[src/rtl/aes_shift_rows_pipe_if.sv]
// Beat-level bus for the ShiftRows stage: upstream valid/ready beat plus downstream output.
// The master modport is the side that drives beats in and consumes them out (pipeline neighbour or bench).
// The slave modport is the stage itself.
interface aes_shift_rows_pipe_if #(
  parameter int NB        = 4,
  parameter int TAG_WIDTH = 4
);
  localparam int DATA_WIDTH = 32 * NB;

  logic                  in_valid;
  logic                  in_ready;
  logic                  in_decrypt;
  logic                  in_bypass;
  logic [DATA_WIDTH-1:0] in_data;
  logic [TAG_WIDTH-1:0]  in_tag;
  logic                  out_valid;
  logic                  out_ready;
  logic [DATA_WIDTH-1:0] out_data;
  logic [TAG_WIDTH-1:0]  out_tag;
  logic [1:0]            occupancy;

  modport master (
    output in_valid, in_decrypt, in_bypass, in_data, in_tag, out_ready,
    input  in_ready, out_valid, out_data, out_tag, occupancy
  );

  modport slave (
    input  in_valid, in_decrypt, in_bypass, in_data, in_tag, out_ready,
    output in_ready, out_valid, out_data, out_tag, occupancy
  );
endinterface

[src/rtl/aes_shift_rows_pipe.sv]
// ShiftRows / InvShiftRows for Rijndael Nb = 4, 6, 8 with per-beat mode, bypass and tag.
// Latency: beat accepted at edge N is on the output right after edge N (buffer empty).
// Backpressure: 2-entry output buffer; in_ready depends only on the registered count.
module aes_shift_rows_pipe #(
  parameter int NB        = 4,
  parameter int TAG_WIDTH = 4
) (
  input  logic                   clk,
  input  logic                   rst,
  aes_shift_rows_pipe_if.slave   bus
);
  localparam int DATA_WIDTH = 32 * NB;

  if (!(NB == 4 || NB == 6 || NB == 8)) begin : g_bad_nb
    $error("aes_shift_rows_pipe: NB must be 4, 6 or 8");
  end

  // Row r rotates by r, except Nb=8 where rows 2 and 3 rotate by 3 and 4.
  function automatic int row_shift(input int r);
    return (NB == 8 && r >= 2) ? r + 1 : r;
  endfunction

  logic [DATA_WIDTH-1:0] perm;
  logic [DATA_WIDTH-1:0] head_data;
  logic [DATA_WIDTH-1:0] tail_data;
  logic [TAG_WIDTH-1:0]  head_tag;
  logic [TAG_WIDTH-1:0]  tail_tag;
  logic [1:0]            count;
  logic                  acc;
  logic                  rel;
  int                    sc;

  assign bus.in_ready  = (count != 2'd2);
  assign bus.out_valid = (count != 2'd0);
  assign bus.occupancy = count;
  assign bus.out_data  = head_data;
  assign bus.out_tag   = head_tag;

  assign acc = bus.in_valid & bus.in_ready;
  assign rel = bus.out_valid & bus.out_ready;

  // Byte permutation of the incoming state; encrypt gathers, decrypt scatters the same mapping.
  always_comb begin
    perm = bus.in_data;
    sc   = 0;
    if (!bus.in_bypass) begin
      for (int c = 0; c < NB; c++) begin
        for (int r = 0; r < 4; r++) begin
          sc = (c + row_shift(r)) % NB;
          if (bus.in_decrypt)
            perm[DATA_WIDTH-1-8*(4*sc+r) -: 8] = bus.in_data[DATA_WIDTH-1-8*(4*c+r) -: 8];
          else
            perm[DATA_WIDTH-1-8*(4*c+r) -: 8] = bus.in_data[DATA_WIDTH-1-8*(4*sc+r) -: 8];
        end
      end
    end
  end

  // Two-slot buffer: head drives the output, tail holds the second beat while stalled.
  always_ff @(posedge clk or negedge rst) begin
    if (!rst) begin
      head_data <= '0;
      head_tag  <= '0;
      tail_data <= '0;
      tail_tag  <= '0;
    end else if (acc && (count == 2'd0 || (count == 2'd1 && rel))) begin
      head_data <= perm;
      head_tag  <= bus.in_tag;
    end else if (acc) begin
      tail_data <= perm;
      tail_tag  <= bus.in_tag;
    end else if (rel && count == 2'd2) begin
      head_data <= tail_data;
      head_tag  <= tail_tag;
    end
  end

  // Occupancy tracks accepts minus releases; accept and release together leave it unchanged.
  always_ff @(posedge clk or negedge rst) begin
    if (!rst) begin
      count <= 2'd0;
    end else begin
      case ({acc, rel})
        2'b10:   count <= count + 2'd1;
        2'b01:   count <= count - 2'd1;
        default: count <= count;
      endcase
    end
  end
endmodule

[src/flat_wrapper.sv]
// flat-port wrapper written by rule: the top's interface ports become plain ports
module aes_shift_rows_pipe_flat 
#(
  parameter int NB        = 4,
  parameter int TAG_WIDTH = 4
)
  (clk, rst, bus_in_valid, bus_in_decrypt, bus_in_bypass, bus_in_data, bus_in_tag, bus_out_ready, bus_in_ready, bus_out_valid, bus_out_data, bus_out_tag, bus_occupancy);
  aes_shift_rows_pipe_if #(.NB(NB), .TAG_WIDTH(TAG_WIDTH)) bus_i ();
  input  logic clk;
  input  logic rst;
  input wire logic [$bits(bus_i.in_valid)-1:0] bus_in_valid;
  input wire logic [$bits(bus_i.in_decrypt)-1:0] bus_in_decrypt;
  input wire logic [$bits(bus_i.in_bypass)-1:0] bus_in_bypass;
  input wire logic [$bits(bus_i.in_data)-1:0] bus_in_data;
  input wire logic [$bits(bus_i.in_tag)-1:0] bus_in_tag;
  input wire logic [$bits(bus_i.out_ready)-1:0] bus_out_ready;
  output wire logic [$bits(bus_i.in_ready)-1:0] bus_in_ready;
  output wire logic [$bits(bus_i.out_valid)-1:0] bus_out_valid;
  output wire logic [$bits(bus_i.out_data)-1:0] bus_out_data;
  output wire logic [$bits(bus_i.out_tag)-1:0] bus_out_tag;
  output wire logic [$bits(bus_i.occupancy)-1:0] bus_occupancy;
  assign bus_i.in_valid = bus_in_valid;
  assign bus_i.in_decrypt = bus_in_decrypt;
  assign bus_i.in_bypass = bus_in_bypass;
  assign bus_i.in_data = bus_in_data;
  assign bus_i.in_tag = bus_in_tag;
  assign bus_i.out_ready = bus_out_ready;
  assign bus_in_ready = bus_i.in_ready;
  assign bus_out_valid = bus_i.out_valid;
  assign bus_out_data = bus_i.out_data;
  assign bus_out_tag = bus_i.out_tag;
  assign bus_occupancy = bus_i.occupancy;
  aes_shift_rows_pipe #(.NB(NB), .TAG_WIDTH(TAG_WIDTH)) u_core (.clk(clk), .rst(rst), .bus(bus_i));
endmodule
[config.mk]
export PLATFORM = sky130hd
export DESIGN_NAME = aes_shift_rows_pipe_flat
export DESIGN_NICKNAME = d
export VERILOG_FILES = /design/src/rtl/aes_shift_rows_pipe_if.sv /design/src/rtl/aes_shift_rows_pipe.sv /design/src/flat_wrapper.sv
export SDC_FILE = /design/constraint.sdc
export NUM_CORES = 1
export LEC_CHECK = 0
export CORE_UTILIZATION = 55
export DETAILED_ROUTE_END_ITERATION = 6
export GPL_TIMING_DRIVEN = 0
export HOLD_SLACK_MARGIN = 0.08
export PLACE_DENSITY = 0.84
export SYNTH_ARGS = -nofsm -noshare
export SYNTH_HDL_FRONTEND = slang
export SYNTH_SLANG_ARGS = --single-unit
[constraint.sdc]
create_clock -name clk -period 3.4 [get_ports clk]
set_input_delay 0.85 -clock clk [delete_from_list [all_inputs] [get_ports clk]]
set_output_delay 0.85 -clock clk [all_outputs]
set_load 0.05 [all_outputs]
==> impl_metrics.toml <==
[route]
wl_um = 39900
detail_route.wl_per_cell_um = 24.2
drt-initial-drc-count = 1088
ant_nets = 0
via_count = 10500
dr.pass1.iters = 6
via_per_inst = 6.39
drc_errors = 0

[floorplan]
start_util_pct = 56.3
io-pin-count = 274
rows = 55
coreArea_um2 = 22700
dieWidth_um = 154
die_y_um = 154
dieArea_um2 = 23900

[timing]
holdWs_ps = 101
hold_violations = 0
worst_clock_skew_ps = 28.1
finalSetupViolCount = 0
rsz0062_at_grt = "false"
finalMaxSlewViolations = 0
slew_headroom_pct = 31.6
worstMarginPinSlew_ps = 1000
finalCritPeriodShare_pct = 90.1
clock.fmax_ghz = 0.327
fin_crit_ps = 3060

[synth]
syn_inst = 1039
synth_simple_gate_area_share_pct = 4.32
synth_nets = 1181
synth-compound-area-share_pct = 16.9
seq_area_frac_synth_pct = 52.1
synth-warning-count = 0
avgSynthCellArea_um2 = 12.3
syn_area_um2 = 12800
synth_xor_area_share_pct = 0.137
synth_cell_types = 27
synthAdderAreaFrac_pct = 0.392
muxShareOfSynthArea_pct = 21.7
synth_top_family_by_area = "multiplexers"
ys_seq_elements = 266

[cts]
cts_tree = "built"
root_buffer = "clkbuf_16"
post_cts.repair.setup_buffers = 0
holdBufCountCts = 0
clk_path_buf_depth = 3
ctsResizeCount = 0
numCtsBuffers = 28
cts.reportedPaths.clkPinSlew_ps = 60
htreeDepth = 1
cts_sinks = 266
clock_latency_ps = 570

[critical_path]
crit_type = "register to primary output"
arrival_ps = 2210
worstSetupStartpoint = "u_core.bus.occupancy[0]$_DFFE_PN0P_"
regToRegStartpoint = "u_core.bus.occupancy[0]$_DFFE_PN0P_"
start_kind = "register"
timing.reg2reg.setup_slack_ps = 820
crit_fanout = 5
end_kind = "primary output"
cp.required_ps = 2550

[power]
finalPower_mw = 18.1
power_density_nw_per_um2 = 1070
ir_drop_mv = 0.728
p_leak_nw = 7.17

[placed_design]
post-dp-hpwl_um = 29100
io_buffers = 271
gp_congestion = 0.942

[global_route]
grt_pass1_wl_um = 61000
grt_usage_pct = 33.5
gr-total-overflow = 0
grt_pass1_vias = 10700
grt_max_degree = 126
antenna_found_initial = 0

[outcome]
run_status = "finished clean"

[min_path]
worstHoldPathType = "input pin to async pin"

[final_layout]
antennaDiodeCount = 0
seq_area_um2 = 6660
multi_input_area_um2 = 5560
final_nets = 1484
fillCellCount = 1605
final_cell_mix = "clkdlybuf4s50_1 (270), dfrtp_1 (266), mux2i_1 (186)"
final_common_cell = "clkdlybuf4s50_1"
final_layout_size_suffix_gt1_share_pct = 11.5
syn_to_final_growth_pct = 32.2

[flow_run]
cap_viol_max_count = 0
==> flip-flops by register name, summed over array words and instances, names as in the netlist <==
signal,cells
u_core.bus.out_data,128
u_core.tail_data,128
u_core.bus.out_tag,4
u_core.tail_tag,4
u_core.bus.occupancy,2
==> cell families (layout without fill, tap and decap cells) <==
logic type,Yosys count,after routing
compound gates,302,302
mux,267,267
flops,266,266
buf+inv,105,427
simple gates,93,93
fa+ha+maj,4,4
xor+xnor,2,2
==> path summary, 6_finish.rpt <==
| path | endpoint | cells past startpoint |
|---|---|---|
| min in group clk | u_core.tail_data[54]$_DFFE_PN0P_ | 1 |
| hold reg to reg | u_core.tail_data[54]$_DFFE_PN0P_ | 1 |
| setup / recovery | bus_out_valid | 4 |
| max in group asynchronous | u_core.bus.out_tag[2]$_DFFE_PN0P_ | 3 |
| hold / removal | u_core.tail_data[18]$_DFFE_PN0P_ | 1 |
| setup reg to reg | u_core.bus.out_data[69]$_DFFE_PN0P_ | 8 |
==> report_power, final <==
group	internal (mW)	switching (mW)	total [mW]
sequential	4.76	0.935	5.69
clock	1.99	1.31	3.30
combinational	3.33	5.83	9.16
total	10.1	8.07	18.1
==> synth_stat cells <==
cell type / number / area [µm²]
dfrtp_1: 266 / 6660
mux2i_1: 186 / 1860
o21ai_0: 154 / 771
a221o_1: 87 / 871
mux2_2: 47 / 529
clkbuf_1: 43 / 161
a2111oi_0: 38 / 333
and2_1: 34 / 213
mux2_1: 34 / 383
nor3_1: 32 / 160
buf_2: 31 / 155
a21o_1: 20 / 150
nor2b_1: 20 / 125
buf_6: 13 / 146
buf_4: 11 / 82.6
ha_1: 4 / 50.1
inv_1: 4 / 15.0
a21oi_4: 2 / 32.5
and2_0: 2 / 12.5
inv_2: 2 / 7.51
nand2_1: 2 / 7.51
xnor2_1: 2 / 17.5
and3b_1: 1 / 8.76
buf_1: 1 / 3.75
nor2_4: 1 / 11.3
nor2b_4: 1 / 13.8
o21ai_1: 1 / 5.00
==> metrics by stage <==
step / setup slack [ps] / util [%] / setup TNS (ps) / cell area (µm²) / cells
floorplan: 1060 / - / 0 / 12800 / 1039
CTS: 312 / 74.4 / 0 / 16900 / 1646
detailed placement: 363 / 70.1 / 0 / 15900 / 1597
finish: 338 / 74.4 / 0 / 16900 / 1646
global route: 270 / 74.4 / 0 / 16900 / 1646
global placement: -9570 / 69.8 / -2540250 / 15900 / 1595
==> worst max-delay path, stage by stage, from the launching register on <==
cell and delay, ps:
dfrtp_1 410, inv_1 80, ha_1 280, inv_1 80
clkdlybuf4s50_1 810
==> metal layers <==
layer,global-route usage [%],vias to the layer above,part of all wire (%)
met5,0,-,0
met4,13.9,0,4.2
met3,6.84,122,8.9
met2,52.7,562,46
met1,45.6,5278,41
li1,-,4564,-
==> cell type report <==
| cell class | instances | share of cell area (%) |
|---|---|---|
| Tap cell | 285 | 2.11 |
| Clock inverter | 13 | 1.21 |
| Clock buffer | 36 | 4.62 |
| Sequential cell | 266 | 39.4 |
| Multi-Input combinational cell | 668 | 32.9 |
| Inverter | 6 | 0.133 |
| Timing Repair Buffer | 273 | 16.4 |
| Buffer | 99 | 3.25 |
Note: power is estimated with default switching activity, not from simulation.
